$ cat config.mk
export PLATFORM = sky130hd
export DESIGN_NAME = subservient_dbg_bridge
export DESIGN_NICKNAME = d
export VERILOG_FILES = /design/src/rtl/subservient_dbg_bridge.sv
export SDC_FILE = /design/constraint.sdc
export NUM_CORES = 1
export LEC_CHECK = 0
export ABC_AREA = 0
export BUFFER_PORTS_ARGS = -buffer_cell sky130_fd_sc_hd__buf_2
export CAP_MARGIN = 20
export CORE_MARGIN = 2
export CORE_UTILIZATION = 55
export DETAILED_ROUTE_END_ITERATION = 10
export PLACE_DENSITY = 0.78
export RECOVER_POWER = 25
export SETUP_SLACK_MARGIN = 0.3
export SLEW_MARGIN = 15
export SYNTH_ARGS = -nofsm -noshare
export SYNTH_HDL_FRONTEND = slang
export SYNTH_SLANG_ARGS = --single-unit
$ cat constraint.sdc
create_clock -name i_clk -period 12.4 [get_ports i_clk]
set_clock_uncertainty 0.2 [all_clocks]
set_input_delay 2.48 -clock i_clk [delete_from_list [all_inputs] [get_ports i_clk]]
set_output_delay 2.48 -clock i_clk [all_outputs]
set_load 0.02 [all_outputs]
$ cat src/rtl/subservient_dbg_bridge.sv
// Byte-stream command decoder driving the subservient SoC Wishbone debug port.
// Opcodes: 'W' addr+data write, 'R' addr read, 'D' debug-mode set; the host gets ACK 0x06 or NAK 0x15.
module subservient_dbg_bridge #(
  parameter int TIMEOUT = 255
) (
  input  logic        i_clk,
  input  logic        i_rst,
  input  logic [7:0]  i_rx_data,
  input  logic        i_rx_valid,
  output logic        o_rx_ready,
  output logic [7:0]  o_tx_data,
  output logic        o_tx_valid,
  input  logic        i_tx_ready,
  output logic        o_debug_mode,
  output logic [31:0] o_wb_dbg_adr,
  output logic [31:0] o_wb_dbg_dat,
  output logic [3:0]  o_wb_dbg_sel,
  output logic        o_wb_dbg_we,
  output logic        o_wb_dbg_stb,
  input  logic [31:0] i_wb_dbg_rdt,
  input  logic        i_wb_dbg_ack
);

  localparam logic [1:0] S_IDLE = 2'd0, S_ARG = 2'd1, S_BUS = 2'd2, S_RESP = 2'd3;
  localparam logic [7:0] ACK = 8'h06, NAK = 8'h15;
  localparam logic [7:0] OP_W = 8'h57, OP_R = 8'h52, OP_D = 8'h44;
  localparam logic [15:0] TMO_LAST = 16'(TIMEOUT - 1);

  logic [1:0]  state;
  logic [7:0]  op;
  logic [2:0]  cnt;
  logic [31:0] adr_sh, dat_sh, adr_nx, dat_nx;
  logic [15:0] tmo;
  logic [31:0] resp_q;
  logic [2:0]  resp_n;
  logic        rx_fire, tx_fire, last_arg, op_known;

  // Gated by reset so the host never sees a ready while the bridge is held.
  assign o_rx_ready   = !i_rst && (state == S_IDLE || state == S_ARG);
  assign o_wb_dbg_sel = 4'hf;

  assign rx_fire  = i_rx_valid && o_rx_ready;
  assign tx_fire  = o_tx_valid && i_tx_ready;
  assign op_known = (i_rx_data == OP_W) || (i_rx_data == OP_R) || (i_rx_data == OP_D);
  assign last_arg = (op == OP_D) || (op == OP_R && cnt == 3'd3) || (cnt == 3'd7);
  assign adr_nx   = {i_rx_data, adr_sh[31:8]};
  assign dat_nx   = {i_rx_data, dat_sh[31:8]};

  always_ff @(posedge i_clk or posedge i_rst) begin
    if (i_rst) begin
      state        <= S_IDLE;
      op           <= 8'h00;
      cnt          <= 3'd0;
      adr_sh       <= 32'h0;
      dat_sh       <= 32'h0;
      tmo          <= 16'h0;
      resp_q       <= 32'h0;
      resp_n       <= 3'd0;
      o_tx_data    <= 8'h00;
      o_tx_valid   <= 1'b0;
      o_debug_mode <= 1'b0;
      o_wb_dbg_adr <= 32'h0;
      o_wb_dbg_dat <= 32'h0;
      o_wb_dbg_we  <= 1'b0;
      o_wb_dbg_stb <= 1'b0;
    end else begin
      case (state)
        S_IDLE: if (rx_fire) begin
          if (op_known) begin
            op    <= i_rx_data;
            cnt   <= 3'd0;
            state <= S_ARG;
          end else begin
            o_tx_data  <= NAK;
            o_tx_valid <= 1'b1;
            resp_n     <= 3'd0;
            state      <= S_RESP;
          end
        end
        S_ARG: if (rx_fire) begin
          cnt <= cnt + 3'd1;
          // Bytes 0..3 shift into the address, 4..7 into the data (LSB first).
          if (cnt[2]) dat_sh <= dat_nx;
          else        adr_sh <= adr_nx;
          if (last_arg) begin
            if (op == OP_D || !o_debug_mode) begin
              if (op == OP_D) o_debug_mode <= i_rx_data[0];
              o_tx_data  <= (op == OP_D) ? ACK : NAK;
              o_tx_valid <= 1'b1;
              resp_n     <= 3'd0;
              state      <= S_RESP;
            end else begin
              o_wb_dbg_stb <= 1'b1;
              o_wb_dbg_we  <= (op == OP_W);
              o_wb_dbg_adr <= (op == OP_R) ? adr_nx : adr_sh;
              if (op == OP_W) o_wb_dbg_dat <= dat_nx;
              tmo          <= 16'h0;
              state        <= S_BUS;
            end
          end
        end
        S_BUS: begin
          if (i_wb_dbg_ack) begin
            o_wb_dbg_stb <= 1'b0;
            o_tx_valid   <= 1'b1;
            state        <= S_RESP;
            if (o_wb_dbg_we) begin
              o_tx_data <= ACK;
              resp_n    <= 3'd0;
            end else begin
              o_tx_data <= i_wb_dbg_rdt[7:0];
              resp_q    <= {ACK, i_wb_dbg_rdt[31:8]};
              resp_n    <= 3'd4;
            end
          end else if (tmo == TMO_LAST) begin
            o_wb_dbg_stb <= 1'b0;
            o_tx_data    <= NAK;
            o_tx_valid   <= 1'b1;
            resp_n       <= 3'd0;
            state        <= S_RESP;
          end else begin
            tmo <= tmo + 16'd1;
          end
        end
        default: if (tx_fire) begin
          if (resp_n == 3'd0) begin
            o_tx_valid <= 1'b0;
            state      <= S_IDLE;
          end else begin
            o_tx_data <= resp_q[7:0];
            resp_q    <= {8'h00, resp_q[31:8]};
            resp_n    <= resp_n - 3'd1;
          end
        end
      endcase
    end
  end

endmodule

# Word-level counts from Yosys, hierarchy flattened
# Cells that the tools add are included.
[classes]
n_bitwise = 3
eq_ne = 25
n_reduce_logical = 33
mux = 65
n_addsub = 3
[op_table]
columns = ["operator", "n"]
rows = [
  ["32-bit 2-to-1 mux", 5],
  ["16-bit 2-to-1 mux", 5],
  ["8-bit 2-to-1 mux", 10],
  ["32-bit case mux with 2 select lines", 1],
  ["8-bit by 7-bit == test with 1-bit output (second input constant)", 6],
  ["3-bit 2-to-1 mux", 13],
  ["16-bit case mux with 2 select lines", 1],
  ["8-bit case mux with 3 select lines", 1],
  ["2-bit != test (second input constant)", 10],
  ["5-bit AND reduction", 4],
  ["16-bit by 1-bit adder with 16-bit output (second input constant)", 1],
  ["16-bit by 8-bit == test with 1-bit output (second input constant)", 1],
  ["2-bit 2-to-1 mux", 8],
  ["8-bit AND reduction", 2],
  ["1-bit 2-to-1 mux", 15],
  ["6-bit AND reduction", 2],
  ["3-bit case mux with 3 select lines", 1],
  ["3-bit AND reduction", 3],
  ["4-bit AND reduction", 2],
  ["4-bit nonzero test", 2],
  ["1-bit logical OR", 6],
  ["2-bit case mux with 3 select lines", 1],
  ["3-bit case mux with 2 select lines", 1],
  ["2-bit nonzero test", 3],
  ["18 further kinds", 25],
]
[totals]
elab_cells = 144
in_bits = 45
output_inout_bits = 81
register_bits = 204

# Depth between registers and ports, before layout
# Gate-level depths: netlist (run 1).
[logic_depth]
ltp_word = 7
depth_mapped = 10
depth_no_buf = 7

# Worst setup path before layout (run 1)
# Ideal clock, no wire load.
[synth_path]
path_type = "input -> output"
start = "input i_rst"
end = "output o_rx_ready"
arrival_time_ns = 6.971
cell_stages = 2
setup_slack_ns = 2.749
t_required_ns = 9.720
n_path_buf = 0
cell_sequence = "inv_1 -> and2_1"
[synth_between]
elab_chain_cells = 2
[synth_lines]
columns = ["element", "line_no", "source"]
rows = [
  ["from (decl)", "7", "input logic i_rst,"],
  ["1-bit zero test (no line)", "--", ""],
  ["1-bit logical AND", "39", "assign o_rx_ready = !i_rst && (state == S_IDLE || state == S_ARG);"],
  ["to (decl)", "10", "output logic o_rx_ready,"],
]
# No other way between the ends.

# Worst setup path in the final report (run 1)
# Same ends and word-level chain as after synthesis.

==> run metrics, run 1 <==
sequential element share of the synthesized area=0.558; Final HPWL DP=12.1 mm; Hold WC Path Type=flop to flop; crit path cell chain=clkbuf_1 > inv_6 > and2_1 > buf_2; max-cap violations=1; syn avg cell area=11.9 um2; Unique masters post-synth=54; Mapped Area=8470 um2; fin area=9840 um2; IO Port Bufs=121; RSZ-0062 raised after global routing=false; Area Growth Syn to Fin=16.2%; Worst setup EP type=primary output; largest net degree at the start of global routing=107; number of core rows=45; CP required=9.72 ns; fin worst setup slack=6.04 ns; startpoint types=primary input; Die Ht=128 um; final worst path period share=0.513; gr usage total=0.230; RePlAce Congestion=0.894; EDFF count, synth=0; Antenna Nets Post-Route=0; register bit count reported by yosys=189; buffer count from post-CTS setup fixing=0; Avg WL per Cell=17.9 um; DRT Wirelength=18.2 mm; Leakage=0.00511 uW; starting DRC count in detailed routing=514; Setup WS pre-CTS=6.00 ns; grt total ovfl=0; Yosys warnings=0; CP Class=primary input to primary output; Core Area=15100 um2; # clock sinks=189; max_slew headroom=-0.174; CP max stage delay=0.68 ns; Final Max Tran Viols=50; Die Width=128 um; CTS tree=done; FFs w/ async S/R, synth=1.00; CP bufs+invs=3; Crit-path slowest cell=inv_6; vias in the first global route=5984; fin crit period=6.36 ns; Crit Path Max Fanout=106; Clock transition at path regs=0.07 ns; status=complete, but fails checks; Pre-antenna DRT Iters=6; PD cells=200 nW/um2; Vias/cell=5.87; Fin Setup TNS=0 ns; failing checks=capacitance limit, slew limit; share of cells above drive strength 1=0.324; die area=16400 um2; Final Net Count=878; routed via count=6001; CTS root buf=clkbuf_16; highest clock rate=0.157 GHz; slew at the pin closest to its max-slew limit=1.76 ns; Post-synth top flop=dfrtp_1; clk buf depth=2; Antenna diodes=0; endpoints failing setup=0; io pins=126; initial antenna violation count=0; Crit path arrival time=3.68 ns; Num CTS Buffers=17; global-route wire length before repair=29.6 mm; post-CTS sizing=0; Fin. Hold Viols=0; Max VDD drop=0.108 mV; CP delay by family, top=buffers and inverters; Post-CTS Hold Fix Bufs=0; worst skew pair latency=0.43 ns; drc violations=0; Initial Util=0.559; area post-placement=9230 um2; CTS H-Tree Depth=4; Mapped Cells=713
## synthesized netlist by cell type (4+ instances only)
cell | n | area share
nor2_1 | 66 | 0.029
mux2_2 | 95 | 0.13
o31ai_1 | 6 | 0.0053
buf_1 | 5 | 0.0022
clkbuf_1 | 32 | 0.014
mux2_1 | 4 | 0.0053
dfrtp_1 | 189 | 0.56
mux2_4 | 7 | 0.012
nand2_1 | 13 | 0.0058
and3_1 | 8 | 0.0059
mux2i_1 | 50 | 0.059
ha_1 | 11 | 0.016
nor2b_1 | 7 | 0.0052
a211oi_1 | 4 | 0.0035
buf_4 | 4 | 0.0035
o21ai_0 | 26 | 0.015
nand3_1 | 27 | 0.016
a21oi_1 | 57 | 0.034
nor3_1 | 8 | 0.0047
nor4b_1 | 6 | 0.0062
a22o_1 | 4 | 0.0041
nand4_1 | 4 | 0.0030
a211o_1 | 6 | 0.0062
nor4_1 | 7 | 0.0052
inv_1 | 20 | 0.0089
## per-stage QoR
| step | power [uW] | hold WS, ns | utilization | instances |
|---|---|---|---|---|
| final | 1970 | 0.303 | 0.650 | 1022 |
| after detailed placement | 1430 | 0.279 | 0.609 | 990 |
| after floorplan | 1290 | 0.246 | - | 716 |
| after global placement | 1390 | 0.258 | 0.608 | 989 |
| after global routing | 2070 | 0.322 | 0.650 | 1022 |
| after CTS | 1980 | 0.297 | 0.648 | 1021 |
## state kept, by name (all words and copies together), names as in the netlist, 8 cells and up
signal / count
o_tx_data: 8
op: 8
o_wb_dbg_dat: 32
o_wb_dbg_adr: 32
tmo: 16
resp_q: 25
dat_sh: 24
adr_sh: 32
## cells in the final DEF, fill, tap and decap left out, types with 5 or more instances in the layout
cell type and instances:
buf_2 119, ha_1 11, o31ai_1 6, and3_1 8, inv_1 19, nand3_1 26
nor2b_1 7, dfrtp_1 189, a21oi_1 57, clkbuf_16 17, mux2i_1 50, a211o_1 6
mux2_4 7, o21ai_0 26, nor2_1 65, nor3_1 7, nor4b_1 5, nand2_1 13
nor4_1 7, mux2_2 95
## area by class of cell
cell class	instances	area, um2
Clock buffer	19	453
Clock inverter	12	135
Fill cell	1131	5310
Inverter	20	80.1
Multi-Input combinational cell	465	3520
Sequential cell	189	4730
Tap cell	188	235
Timing Repair Buffer	129	691
## report_power, final
group          switching, uW  internal (uW)  total [uW]
registers                112            760         872
clock network            234            308         542
logic                    296            260         556
total                    642           1330        1970
## kinds of logic (layout without fill, tap and decap cells)
group,count (synthesis),in the layout,share of synthesized area
DFF,189,189,0.558
and+or+nand+nor,172,172,0.106
muxes,156,156,0.203
AOI/OAI and AO/OA,122,122,0.0858
buffers and inverters,62,180,0.0301
adders and majority gates,11,11,0.0162
other,1,4,0.000443
## layer usage
metal	part of all wire	GRT usage	vias to the layer above
met1	0.44	0.306	3001
met3	0.049	0.0509	39
met2	0.48	0.369	183
met4	0.024	0.0957	0
li1	-	-	2778
met5	0	0	-
## final timing paths
check,from,endpoint,slack (ns),cells after the start
setup / recovery,i_rst,o_rx_ready,6.04,4
min in group asynchronous,i_rst,tmo[7],2.10,2
hold reg to reg,o_wb_dbg_dat[16],o_wb_dbg_dat[16],0.30,1
hold / removal,o_wb_dbg_dat[16],o_wb_dbg_dat[16],0.30,1
max in group asynchronous,i_rst,o_wb_dbg_dat[0],8.60,3
setup reg to reg,state[0],resp_q[25],8.74,7
No activity file was read; power rests on OpenSTA's default activity.
==> run 2: changes to the inputs <==
--- a/config.mk
+++ b/config.mk
@@ -5,11 +5,11 @@
 export SDC_FILE = /design/constraint.sdc
 export NUM_CORES = 1
 export LEC_CHECK = 0
-export ABC_AREA = 0
+export ABC_AREA = 1
 export BUFFER_PORTS_ARGS = -buffer_cell sky130_fd_sc_hd__buf_2
 export CAP_MARGIN = 20
 export CORE_MARGIN = 2
-export CORE_UTILIZATION = 55
+export CORE_UTILIZATION = 52
 export DETAILED_ROUTE_END_ITERATION = 10
 export PLACE_DENSITY = 0.78
 export RECOVER_POWER = 25
==> constraint.sdc (replaced) <==
create_clock -name i_clk -period 5.2 [get_ports i_clk]
set_clock_uncertainty 0.2 [all_clocks]
set_input_delay 1.04 -clock i_clk [delete_from_list [all_inputs] [get_ports i_clk]]
set_output_delay 1.04 -clock i_clk [all_outputs]
set_load 0.02 [all_outputs]
==> run 2 against run 1 <==
The run still ends with capacitance limit, slew limit left. Non-clock buffer count down 2. Sequential share of layout area about the same. Final area down 0.10%. Clock power up 130%. Worst hold slack worse by 0.032 ns. Critical path depth down 1. Synthesized cell count up 43%. Wire length up 3.6%. Largest power group unchanged. Highest routed layer unchanged.
==> run metrics, run 2 <==
sequential element share of the synthesized area=0.551 (-0.00757); initial antenna violation count=0 (unchanged); Power Total=4310 uW (+120%); post-CTS sizing=0 (unchanged); Leakage=0.00506 uW (-0.99%); CTS root buf=clkbuf_16; CTS tree=done; final core utilization=0.614 (-0.0353); # clock sinks=189 (unchanged); Final HPWL DP=12.7 mm (+5.0%); Compound-Gate Fraction of Synth Area=0.143 (+0.0574); Max VDD drop=0.233 mV (+120%); grt total ovfl=0 (unchanged); Pre-antenna DRT Iters=5 (-1); routed via count=6885 (+15%); switching pwr=1550 uW (+140%); Worst setup EP type=async pin; Levels on crit path=3 (-1); biggest registers after layout=adr_sh: 32 flops, o_wb_dbg_adr: 32 flops, o_wb_dbg_dat: 32 flops; Fin Setup TNS=0 ns (unchanged); RSZ-0062 raised after global routing=false; Synth top area share=0.551 (-0.00757); crit path to=o_wb_dbg_adr[6]; Synth top cells by count=nand2_1, dfrtp_1, o21ai_0, inv_1, nor2_1; CP delay by family, top=buffers and inverters; Post-synth top flop=dfrtp_1; Hold WC Path Type=flop to flop; CP max stage delay=1.76 ns (+1.08 ns); crit path cell chain=clkbuf_1 > clkinvlp_4 > clkbuf_4; cell taking the most area after synthesis=dfrtp_1; PD cells=439 nW/um2 (+120%); power share of the clock group=0.286 (+0.011); EDFF count, synth=0 (unchanged); highest clock rate=0.299 GHz; starting DRC count in detailed routing=502 (-2.3%); FF-to-FF setup slack=2.13 ns (-6.61 ns); Final Max Tran Viols=190 (+280%); startpoint types=primary input; drc violations=0 (unchanged); Int Power=2760 uW (+110%); area post-placement=9260 um2 (+0.30%); largest family of logic cells by synthesized area=simple AND/OR/NAND/NOR gates; Switching Share=0.361 (+0.0348); global-route wire length before repair=31.9 mm (+7.7%); Num CTS Buffers=17 (unchanged); failing checks=capacitance limit, slew limit; Unique masters post-synth=36 (-33%); gr usage total=0.224 (-0.00635); Antenna Nets Post-Route=0 (unchanged); slew at the pin closest to its max-slew limit=2.50 ns (+0.739 ns); endpoints failing setup=0 (unchanged); Clock transition at path regs=0.07 ns (about the same); fin area=9830 um2 (-0.10%); reg2reg end=resp_n[0]; CP required=5.01 ns (-4.71 ns); Vias/cell=5.13 (-13%); Die Width=133 um (+3.4%); top cells by area, synth=dfrtp_1, nand2_1, o21ai_0, inv_1, nor2_1; Reg2Reg Depth=11 (+4); Fin. Hold Viols=0 (unchanged); DRT Wirelength=18.9 mm (+3.6%); Post-CTS Hold Fix Bufs=0 (unchanged); RePlAce Congestion=0.860 (-3.8%); fin crit period=3.35 ns; worst skew pair latency=0.43 ns (about the same); Synth Area in Simple Gates=0.193 (+0.0873); syn avg cell area=8.42 um2 (-29%); max-cap violations=1 (unchanged); Mapped Cells=1020 (+43%); Cell Count, Final, Fillers Out=1343 (+31%); Fillers=1401 (+24%); Post-Synth Adder-Cell Area=0.0160 (-0.000220); io pins=126 (unchanged); Crit-path slowest cell=clkbuf_4; IO Port Bufs=121 (unchanged); Antenna diodes=0 (unchanged); Avg WL per Cell=14.1 um (-21%); CP bufs+invs=3 (unchanged); max_slew headroom=-0.666 (-0.493); commonest cells after routing, fill and taps aside=nand2_1, dfrtp_1, o21ai_0, buf_2, inv_1; FFs w/ async S/R, synth=1.00 (unchanged); Synth Area in XOR/XNOR=0.0102 (+0.0102); register bit count reported by yosys=189 (unchanged); most common cell in the netlist=nand2_1; Die Ht=133 um (+3.4%); Mapped Area=8590 um2 (+1.4%); Initial Util=0.537 (-0.0226); Final Net Count=1170 (+33%); Seq pwr share=0.437 (-0.006); Yosys warnings=0 (unchanged); die area=17600 um2 (+7.0%); buffer count from post-CTS setup fixing=0 (unchanged); share of cells above drive strength 1=0.159 (-0.165); Crit path arrival time=3.16 ns (-0.52 ns); clk buf depth=2 (unchanged); mux contribution to synthesized area=0.00393 (-0.199); commonest non-fill, non-tap cell in the layout=nand2_1; largest net degree at the start of global routing=190 (+78%); Crit Path Max Fanout=189 (+78%); worst reg2reg startpoint=state[1]; crit path launch=i_rst; Core Area=16000 um2 (+5.6%); CP Class=primary input to async pin; number of core rows=46 (+2.2%); final worst path period share=0.643; CTS H-Tree Depth=4 (unchanged); placed insts=1310 (+32%); vias in the first global route=6503 (+8.7%); Area Growth Syn to Fin=14.5%; combinational group share of total power=0.277 (-0.005); status=complete, but fails checks
-- run 2: changes by cell type after synthesis, sizes merged, moves of 25 or more --
cell / before / now
nand2: 13 / 262
o21ai: 27 / 156
inv: 20 / 110
mux2i: 50 / 0
mux2: 106 / 3
nand3: 27 / 52
-- run 2: area by class of cell --
type | instances | area, um2 | area share
inverter | 111 | 420 | 0.0428
sequential | 189 | 4730 | 0.481
clock inverter | 14 | 129 | 0.0131
clock buffer | 18 | 439 | 0.0447
timing repair buffer | 127 | 657 | 0.0668
multi-input combinational | 668 | 3180 | 0.324
tap | 216 | 270 | 0.0275
-- run 2: cell families after synthesis --
group                      count (synthesis)
xor gates and xnor gates                  10
AOI/OAI and AO/OA                        230
muxes                                      3
DFF                                      189
buffers and inverters                    166
other                                      1
adders and majority gates                 11
and+or+nand+nor                          410
-- run 2: layer usage --
| layer | routed length (um) | vias to the layer above | GRT usage |
|---|---|---|---|
| met2 | 8770 | 143 | 0.342 |
| met1 | 8800 | 3245 | 0.313 |
| met5 | 0 | - | 0 |
| met3 | 905 | 33 | 0.0529 |
| li1 | - | 3464 | - |
| met4 | 428 | 0 | 0.0830 |
-- run 2: per-stage QoR --
| step | hold slack [ns] | setup WS [ns] |
|---|---|---|
| 6_report | 0.271 | 1.85 |
| 3_3_place_gp | 0.253 | 1.96 |
| 3_5_place_dp | 0.255 | 1.79 |
| 5_1_grt | 0.297 | 1.34 |
| 2_1_floorplan | 0.242 | 1.53 |
| 4_1_cts | 0.273 | 1.79 |
-- run 2: worst min path at each step --
stage	end	slack, ns	cells after the start	startpoint
detailed placement	o_wb_dbg_dat[7]	0.25	2	o_wb_dbg_dat[7]
global placement	o_wb_dbg_dat[0]	0.25	2	o_wb_dbg_dat[0]
CTS	o_tx_data[5]	0.27	2	o_tx_data[5]
global route	resp_n[1]	0.30	2	resp_n[1]
floorplan	resp_n[1]	0.24	2	resp_n[1]
finish	o_tx_data[5]	0.27	2	o_tx_data[5]
-- run 2: power by group through the flow --
stage,logic [uW],registers (uW),clock network [uW]
after floorplan,879,1910,0
after global routing,1370,1920,1320
after CTS,1180,1880,1260
after global placement,1130,1900,0
after detailed placement,1170,1900,0
final,1200,1880,1230
-- run 2: worst reg2reg max path, delay by kind of cell (launching register included) --
kind,cells,cell delay [ns]
AO/OA/AOI/OAI,1,0.26
buffers and inverters,1,0.11
AND/OR/NAND/NOR,8,1.60
flip-flops,1,0.41
adder cells (fa/ha/maj),1,0.39
==> run 3: changes to the inputs <==
--- a/config.mk
+++ b/config.mk
@@ -9,7 +9,7 @@
 export BUFFER_PORTS_ARGS = -buffer_cell sky130_fd_sc_hd__buf_2
 export CAP_MARGIN = 20
 export CORE_MARGIN = 2
-export CORE_UTILIZATION = 52
+export CORE_UTILIZATION = 55
 export DETAILED_ROUTE_END_ITERATION = 10
 export PLACE_DENSITY = 0.78
 export RECOVER_POWER = 25
==> constraint.sdc (replaced) <==
create_clock -name i_clk -period 3.4 [get_ports i_clk]
set_clock_uncertainty 0.2 [all_clocks]
set_input_delay 0.68 -clock i_clk [delete_from_list [all_inputs] [get_ports i_clk]]
set_output_delay 0.68 -clock i_clk [all_outputs]
set_load 0.02 [all_outputs]
==> run 3 against run 2 <==
The flow now finishes without violations. Clock-buffer cell count increased by 3. Sequential share of layout area decreased by 0.24 points. Final area increased by 0.51%. Die area decreased by 5.3%. Critical path type is now flop to flop. Critical endpoint is now o_wb_dbg_adr[1].
==> run metrics, run 3 (same netlist as run 2, synthesis figures left out) <==
Crit Path Max Fanout=73 (-61%); worst reg2reg startpoint=state[1]; number of core rows=45 (-2.2%); Area Growth Syn to Fin=15.1%; vias in the first global route=6589 (+1.3%); RePlAce Congestion=0.855 (-0.57%); Antenna diodes=0 (unchanged); Die Ht=129 um (-2.7%); hold path startpoint=o_wb_dbg_dat[7]; Die Width=129 um (-2.7%); Power Total=6790 uW (+58%); starting DRC count in detailed routing=522 (+4.0%); Reg2Reg Depth=11 (unchanged); routed via count=6948 (+0.92%); max_slew headroom=0.309 (+0.975); Crit-path slowest cell=buf_4; Pre-antenna DRT Iters=5 (unchanged); final worst path period share=0.826; drc violations=0 (unchanged); Max VDD drop=0.493 mV (+110%); Clock transition at path regs=0.07 ns (about the same); gr usage total=0.241 (+0.0169); max-cap violations=0 (-1); CTS tree=done; placed insts=1289 (-1.6%); Cell Count, Final, Fillers Out=1319 (-1.8%); Fin Setup TNS=0 ns (unchanged); CTS root buf=clkbuf_16; worst skew pair latency=0.43 ns (about the same); clk buf depth=2 (unchanged); CP required=3.54 ns (-1.47 ns); Crit path arrival time=2.95 ns (-0.21 ns); Core Area=15200 um2 (-5.0%); commonest non-fill, non-tap cell in the layout=nand2_1; CTS H-Tree Depth=4 (unchanged); share of cells above drive strength 1=0.162 (+0.00297); Num CTS Buffers=17 (unchanged); io pins=126 (unchanged); fin crit period=2.81 ns; startpoint types=flop; crit path cell chain=inv_1 > ha_1 > nor2_2 > nor2_4 > nand2_2 > nor2_4 > nand2_1 > a21oi_4 > buf_4 > nor2_1 > a21oi_1; Final Max Tran Viols=0 (-100%); CP max stage delay=0.61 ns (-1.15 ns); slew at the pin closest to its max-slew limit=1.03 ns (-1.47 ns); Worst setup EP type=flop; Setup WS pre-CTS=0.326 ns (-1.47 ns); grt total ovfl=0 (unchanged); Antenna Nets Post-Route=0 (unchanged); Final HPWL DP=12.9 mm (+1.5%); IO Port Bufs=121 (unchanged); worst hold endpoint=o_wb_dbg_dat[7]; RSZ-0062 raised after global routing=false; Vias/cell=5.27 (+2.8%); Avg WL per Cell=14.5 um (+2.8%); Hold WC Path Type=flop to flop; # clock sinks=189 (unchanged); Fin. Hold Viols=0 (unchanged); initial antenna violation count=0 (unchanged); reg2reg end=o_wb_dbg_adr[1]; Initial Util=0.565 (+0.0282); most used cell, CP=nor2_4; DRT Wirelength=19.1 mm (+0.97%); FF-to-FF setup slack=0.59 ns (-1.54 ns); endpoints failing setup=0 (unchanged); Fillers=1280 (-8.6%); PD cells=688 nW/um2 (+57%); multi-input logic area=3190 um2 (about the same); highest clock rate=0.356 GHz; Post-CTS Hold Fix Bufs=0 (unchanged); die area=16600 um2 (-5.3%); Final Net Count=1176 (+0.51%); global-route wire length before repair=31.7 mm (-0.45%); status=finished clean; largest net degree at the start of global routing=83 (-56%); commonest cells after routing, fill and taps aside=nand2_1, dfrtp_1, o21ai_0, buf_2, inv_1; CP Class=flop to flop; FF+latch area=4730 um2 (unchanged); biggest registers after layout=adr_sh: 32 flops, o_wb_dbg_adr: 32 flops, o_wb_dbg_dat: 32 flops; Min-Delay Path Depth=2 (unchanged); fin worst setup slack=0.593 ns (-1.26 ns); Leakage=0.00512 uW (+1.1%)
## run 3: worst max-delay path: cells and delay by family (launching register included)
kind / cells / cell delay (ns)
buffers and inverters: 2 / 0.71
flip-flops: 1 / 0.40
AND/OR/NAND/NOR: 6 / 0.71
adder cells (fa/ha/maj): 1 / 0.34
AO/OA/AOI/OAI: 2 / 0.32
## run 3: metal layers
layer  vias up  global-route usage  share of wire
li1       3464                   -              -
met1      3306               0.341           0.46
met2       152               0.374           0.48
met3        26              0.0528          0.045
met4         0              0.0786          0.020
met5         -                   0              0
## run 3: power by group
| part | internal (uW) | leakage, uW | switching [uW] |
|---|---|---|---|
| combinational | 575 | 0.00229 | 1290 |
| clock | 1210 | 0.000300 | 830 |
| sequential | 2660 | 0.00253 | 230 |
## run 3: metrics by stage
stage	instance area, um2	util	hold WS (ns)
after global placement	9280	0.610	0.254
after floorplan	8600	-	0.242
after detailed placement	9280	0.610	0.253
final	9880	0.650	0.266
after global routing	9880	0.650	0.281
after CTS	9880	0.650	0.114
## run 3: how the worst max path moves through the flow
stage                      end  cells after the start    startpoint
2_1_floorplan        adr_sh[0]                      1         i_rst
3_3_place_gp         resp_n[1]                     11  i_rx_data[0]
3_5_place_dp      o_tx_data[2]                     11  i_rx_data[0]
4_1_cts           o_tx_data[2]                     11      state[1]
5_1_grt        o_wb_dbg_adr[3]                     11      state[1]
6_report       o_wb_dbg_adr[1]                     11      state[1]
## run 3: area by class of cell
type / instances / share of cell area
clock buffer: 21 / 0.0476
clock inverter: 9 / 0.0137
inverter: 111 / 0.0423
multi-input combinational: 668 / 0.323
sequential: 189 / 0.479
tap: 188 / 0.0238
timing repair buffer: 133 / 0.0713
## run 3: timing repair
item,4_1_cts,5_1_grt
resized for setup,0,2
buffers inserted,0,0
endpoints found under the setup margin,0,11
